`src/rtl/riscv_counter_reader.sv`:
```
// Bus-side reader for a free-running 64-bit counter: coherent LO/HI reads via a
// high-half snapshot, a 64-bit compare register and a registered level interrupt.
module riscv_counter_reader #(
   parameter int DATA_WIDTH    = 32,
   parameter int COUNTER_WIDTH = 2 * DATA_WIDTH
) (
   input  logic                     clk,
   input  logic                     reset,
   input  logic [COUNTER_WIDTH-1:0] count_in,
   input  logic                     req_valid,
   output logic                     req_ready,
   input  logic                     req_write,
   input  logic [1:0]               req_addr,
   input  logic [DATA_WIDTH-1:0]    req_wdata,
   output logic                     rsp_valid,
   input  logic                     rsp_ready,
   output logic [DATA_WIDTH-1:0]    rsp_rdata,
   output logic                     cmp_irq
);

   typedef enum logic {
      IDLE = 1'b0,
      RESP = 1'b1
   } state_t;

   localparam logic [1:0] ADDR_CNT_LO = 2'd0;
   localparam logic [1:0] ADDR_CNT_HI = 2'd1;
   localparam logic [1:0] ADDR_CMP_LO = 2'd2;
   localparam logic [1:0] ADDR_CMP_HI = 2'd3;

   state_t                   state_q, state_d;
   logic [DATA_WIDTH-1:0]    rdata_q, rdata_d;
   logic [DATA_WIDTH-1:0]    hi_snap_q, hi_snap_d;
   logic [COUNTER_WIDTH-1:0] cmp_q, cmp_d;
   logic                     irq_q, irq_d;
   logic                     accept;

   always_comb begin
      state_d   = state_q;
      rdata_d   = rdata_q;
      hi_snap_d = hi_snap_q;
      cmp_d     = cmp_q;
      req_ready = 1'b0;
      rsp_valid = 1'b0;
      accept    = 1'b0;

      case (state_q)
         IDLE: begin
            req_ready = 1'b1;
            if (req_valid) begin
               accept  = 1'b1;
               state_d = RESP;
            end
         end
         RESP: begin
            rsp_valid = 1'b1;
            if (rsp_ready) state_d = IDLE;
         end
         default: state_d = IDLE;
      endcase

      // Read data is captured once at accept so it stays frozen through RESP.
      if (accept) begin
         rdata_d = '0;
         if (req_write) begin
            case (req_addr)
               ADDR_CMP_LO: cmp_d[DATA_WIDTH-1:0]             = req_wdata;
               ADDR_CMP_HI: cmp_d[COUNTER_WIDTH-1:DATA_WIDTH] = req_wdata;
               default: ;
            endcase
         end else begin
            case (req_addr)
               ADDR_CNT_LO: begin
                  rdata_d   = count_in[DATA_WIDTH-1:0];
                  hi_snap_d = count_in[COUNTER_WIDTH-1:DATA_WIDTH];
               end
               ADDR_CNT_HI: rdata_d = hi_snap_q;
               ADDR_CMP_LO: rdata_d = cmp_q[DATA_WIDTH-1:0];
               ADDR_CMP_HI: rdata_d = cmp_q[COUNTER_WIDTH-1:DATA_WIDTH];
               default: ;
            endcase
         end
      end

      // Compares against the registered cmp, so a CMP write lands one cycle later.
      irq_d = (count_in >= cmp_q);
   end

   always_ff @(posedge clk or posedge reset) begin
      if (reset) begin
         state_q   <= IDLE;
         rdata_q   <= '0;
         hi_snap_q <= '0;
         cmp_q     <= '1;
         irq_q     <= 1'b0;
      end else begin
         state_q   <= state_d;
         rdata_q   <= rdata_d;
         hi_snap_q <= hi_snap_d;
         cmp_q     <= cmp_d;
         irq_q     <= irq_d;
      end
   end

   assign rsp_rdata = rdata_q;
   assign cmp_irq   = irq_q;

endmodule
```
`config.mk`:
```
export PLATFORM = sky130hd
export DESIGN_NAME = riscv_counter_reader
export DESIGN_NICKNAME = d
export VERILOG_FILES = /design/src/rtl/riscv_counter_reader.sv
export SDC_FILE = /design/constraint.sdc
export NUM_CORES = 1
export LEC_CHECK = 0
export BUFFER_PORTS_ARGS = -buffer_cell sky130_fd_sc_hd__buf_4
export CAP_MARGIN = 25
export CORE_UTILIZATION = 60
export CTS_CLUSTER_SIZE = 12
export DETAILED_ROUTE_END_ITERATION = 10
export HOLD_SLACK_MARGIN = 0.15
export PLACE_DENSITY_LB_ADDON = 0.15
export SYNTH_ARGS = -nofsm -noshare
export SYNTH_HDL_FRONTEND = slang
export SYNTH_SLANG_ARGS = --single-unit
```
`constraint.sdc`:
```
create_clock -name clk -period 5.6 [get_ports clk]
set_clock_uncertainty 0.15 [all_clocks]
set_input_delay 0.28 -clock clk [delete_from_list [all_inputs] [get_ports clk]]
set_output_delay 0.28 -clock clk [all_outputs]
set_load 0.01 [all_outputs]
```
==> qor.txt <==
Slowest-stage cell, CP: nor3_4
Reg power frac: 38.7%
I/O pin count: 138
Worst Path Max Fanout: 39
Worst-Margin Slew: 0.8673 ns
Overflow after GRT: 0
Failing checks: DRC
Most frequent cells in the layout: buf_4 (141), dlygate4sd3_1 (67), dfrtp_1 (66)
Initial DRT Pass Iterations: 9
Slew headroom: 41.97%
Critical Path RT: 5.80 ns
Nets: 952
Critical Path AT: 3.17 ns
Num CTS Buffers: 17
Status: finished, violations left
Share of layout cells above drive strength 1: 42.73%
Vias/cell: 5.936
Vias in the first global route: 6,127
Critical Path Max Stage Delay: 0.86 ns
VDD IR max: 316.1 uV
FF+latch count, synth: 130
Die ar.: 0.01257 sq mm
Total track usage: 32.71%
WL final: 18.95 mm
Reg area: 0.003333 sq mm
Yosys warnings: 0
Slew Limit Fails: 0
Asr flop ratio synth: 100.0%
CP Cell Sequence: inv_2 -> nand2_2 -> nor3_4 -> buf_4 -> mux2_2
Initial antenna violation count: 0
Wire length per cell: 20.13 um
Clock tree buffer depth: 2
Worst min path class: primary input to flop
Worst Setup Start Kind: flop
IO buf count: 137
Largest net degree at the start of global routing: 78
Post-synthesis mux area share: 21.51%
P_int: 0.002736 W
ANT cells: 0
# DRC: 12
Minimum clock period: 2.975 ns
Logic pwr share: 28.5%
Synth Instances: 584
Sw frac: 27.97%
Clock Power Share: 32.9%
Leak: 4.639 nW
Netlist area before placement: 0.007276 sq mm
Clk sinks: 130
Final Hold Viols: 0
Die H: 112.1 um
Most common cell after layout, fill and taps aside: buf_4
# fillers: 631
DR vias: 5,586
H-tree depth: 4
Synth-to-Final Area Change: 33.52%
Max Freq: 336.2 MHz
Main combinational cell family by area after synthesis: multiplexers
Avg Inst Size Synth: 12.46 sq um
Min Hold Slack: 0.1640 ns
Die width: 112.1 um
Initial Utilization: 62.65%
EDFF count, synth: 0
Synth cell types: 36
Seq/Total Area, Yosys: 45.81%
Synth Area in Adders: 11.01%
First-pass GRT wire length: 30.75 mm
Crit share post-route: 53.12%
Pwr dens: 391.0 mW/mm^2
Hpwl dp: 12.05 mm
Setup TNS: 0 ns
Crit path capture type: flop
Worst-Skew Late Latency: 0.42 ns
Xor-xnor portion of the synthesized cell area: 0%
WS Path Type: flop to flop
Starting DRT DRC Count: 289
Row count: 39
Synth Flop Type: dfrtp_1
Gpl congestion: 0.8345
Sw power: 0.001062 W
Syn_nets: 751
Post-Synth Simple-Gate Area: 5.279%
Maxcap violations: 0
Compound-Gate Fraction of Synth Area: 10.63%
Core area: 0.01161 sq mm
Area occupied by multi-input gates: 0.003526 sq mm
RSZ-0062 raised after global routing: no
Final setup vio count: 0
Root Buffer: clkbuf_16
DRT antenna net count: 0
Clk slew on worst S/H paths: 0.06 ns
CTS tree: built
==> timing repair <==
action,4_1_cts,5_1_grt
hold buffers,66,1
resized for setup,0,0
endpoints found under the setup margin,0,0
buffers inserted,0,0
hold endpoints to repair,133,2
==> cells by family (layout without fill, tap and decap cells) <==
group	Yosys count	in the layout
AND/OR/NAND/NOR	81	81
buffers and inverters	94	308
AO/OA/AOI/OAI	118	118
flip-flops	130	130
multiplexers	97	97
adder cells (fa/ha/maj)	64	64
==> synth_stat cells (2+ instances only) <==
cell type | count | area (sq um)
a21o_1 | 12 | 90.09
a21oi_1 | 25 | 125.1
a22o_1 | 32 | 280.3
buf_2 | 5 | 25.02
buf_6 | 3 | 33.78
buf_8 | 3 | 45.04
clkbuf_1 | 15 | 56.30
dfrtp_1 | 66 | 1652
dfstp_2 | 64 | 1682
ha_1 | 64 | 800.8
inv_1 | 66 | 247.7
mux2_2 | 35 | 394.1
mux2_4 | 30 | 450.4
mux4_2 | 32 | 720.7
nand2_1 | 46 | 172.7
nand3_1 | 5 | 25.02
nand4_1 | 14 | 87.58
nor2_1 | 7 | 26.28
nor4_1 | 3 | 18.77
o211ai_1 | 2 | 15.01
o21ai_0 | 33 | 165.2
o21ai_1 | 8 | 40.04
==> metrics by stage <==
stage | power [W] | util (%) | cells | area, sq um | setup slack, ns
floorplan | 0.002131 | - | 584 | 7276 | 1.807
global placement | 0.002438 | 71.90 | 841 | 8351 | 2.753
detailed placement | 0.002493 | 71.90 | 841 | 8351 | 2.696
CTS | 0.003795 | 83.32 | 939 | 9677 | 2.678
global route | 0.003996 | 83.65 | 941 | 9714 | 2.450
finish | 0.003798 | 83.65 | 941 | 9714 | 2.625
==> final timing paths <==
check / startpoint / to / slack (ns) / depth (start not counted)
min reg2reg: hi_snap_q[5] / hi_snap_q[5] / 0.36 / 1
max in group asynchronous: reset / rsp_rdata[22] / 3.30 / 6
min in group asynchronous: reset / rsp_rdata[30] / 0.70 / 4
max reg2reg: state_q / cmp_q[0] / 2.63 / 5
min: count_in[10] / rsp_rdata[10] / 0.16 / 3
max: state_q / cmp_q[0] / 2.63 / 5
==> metal layers <==
metal	vias up	share of wire (%)	global-route usage, %
met3	42	5.0	7.451
met1	2823	40	38.12
met5	-	0	0
met4	0	2.5	13.78
li1	2520	-	-
met2	201	53	58.26
==> sequential cells by signal, indices dropped and copies added (netlist names) <==
signal     count
cmp_irq        1
cmp_q         64
hi_snap_q     32
rsp_rdata     32
state_q        1
==> worst max-delay path: cells and delay by family (launching register included) <==
family / cells / cell delay [ns]
AND/OR/NAND/NOR: 2 / 1.34
buffers and inverters: 2 / 0.60
flip-flops: 1 / 0.39
multiplexers: 1 / 0.38
==> layout make-up <==
cell class	count	area share [%]
clock buffers	18	4.418
well taps	143	1.842
inverters	67	2.615
repair buffers	209	18.08
clock inverters	14	2.434
multi-input cells	360	36.30
flip-flops and latches	130	34.31
==> power groups by stage <==
stage,sequential [W],clock (W),combinational (W)
finish,0.00147,0.00125,0.00108
global route,0.00150,0.00130,0.00120
CTS,0.00146,0.00126,0.00107
detailed placement,0.00147,0,0.00102
global placement,0.00145,0,0.000985
floorplan,0.00144,0,0.000688
(Power assumes the default switching activity.)
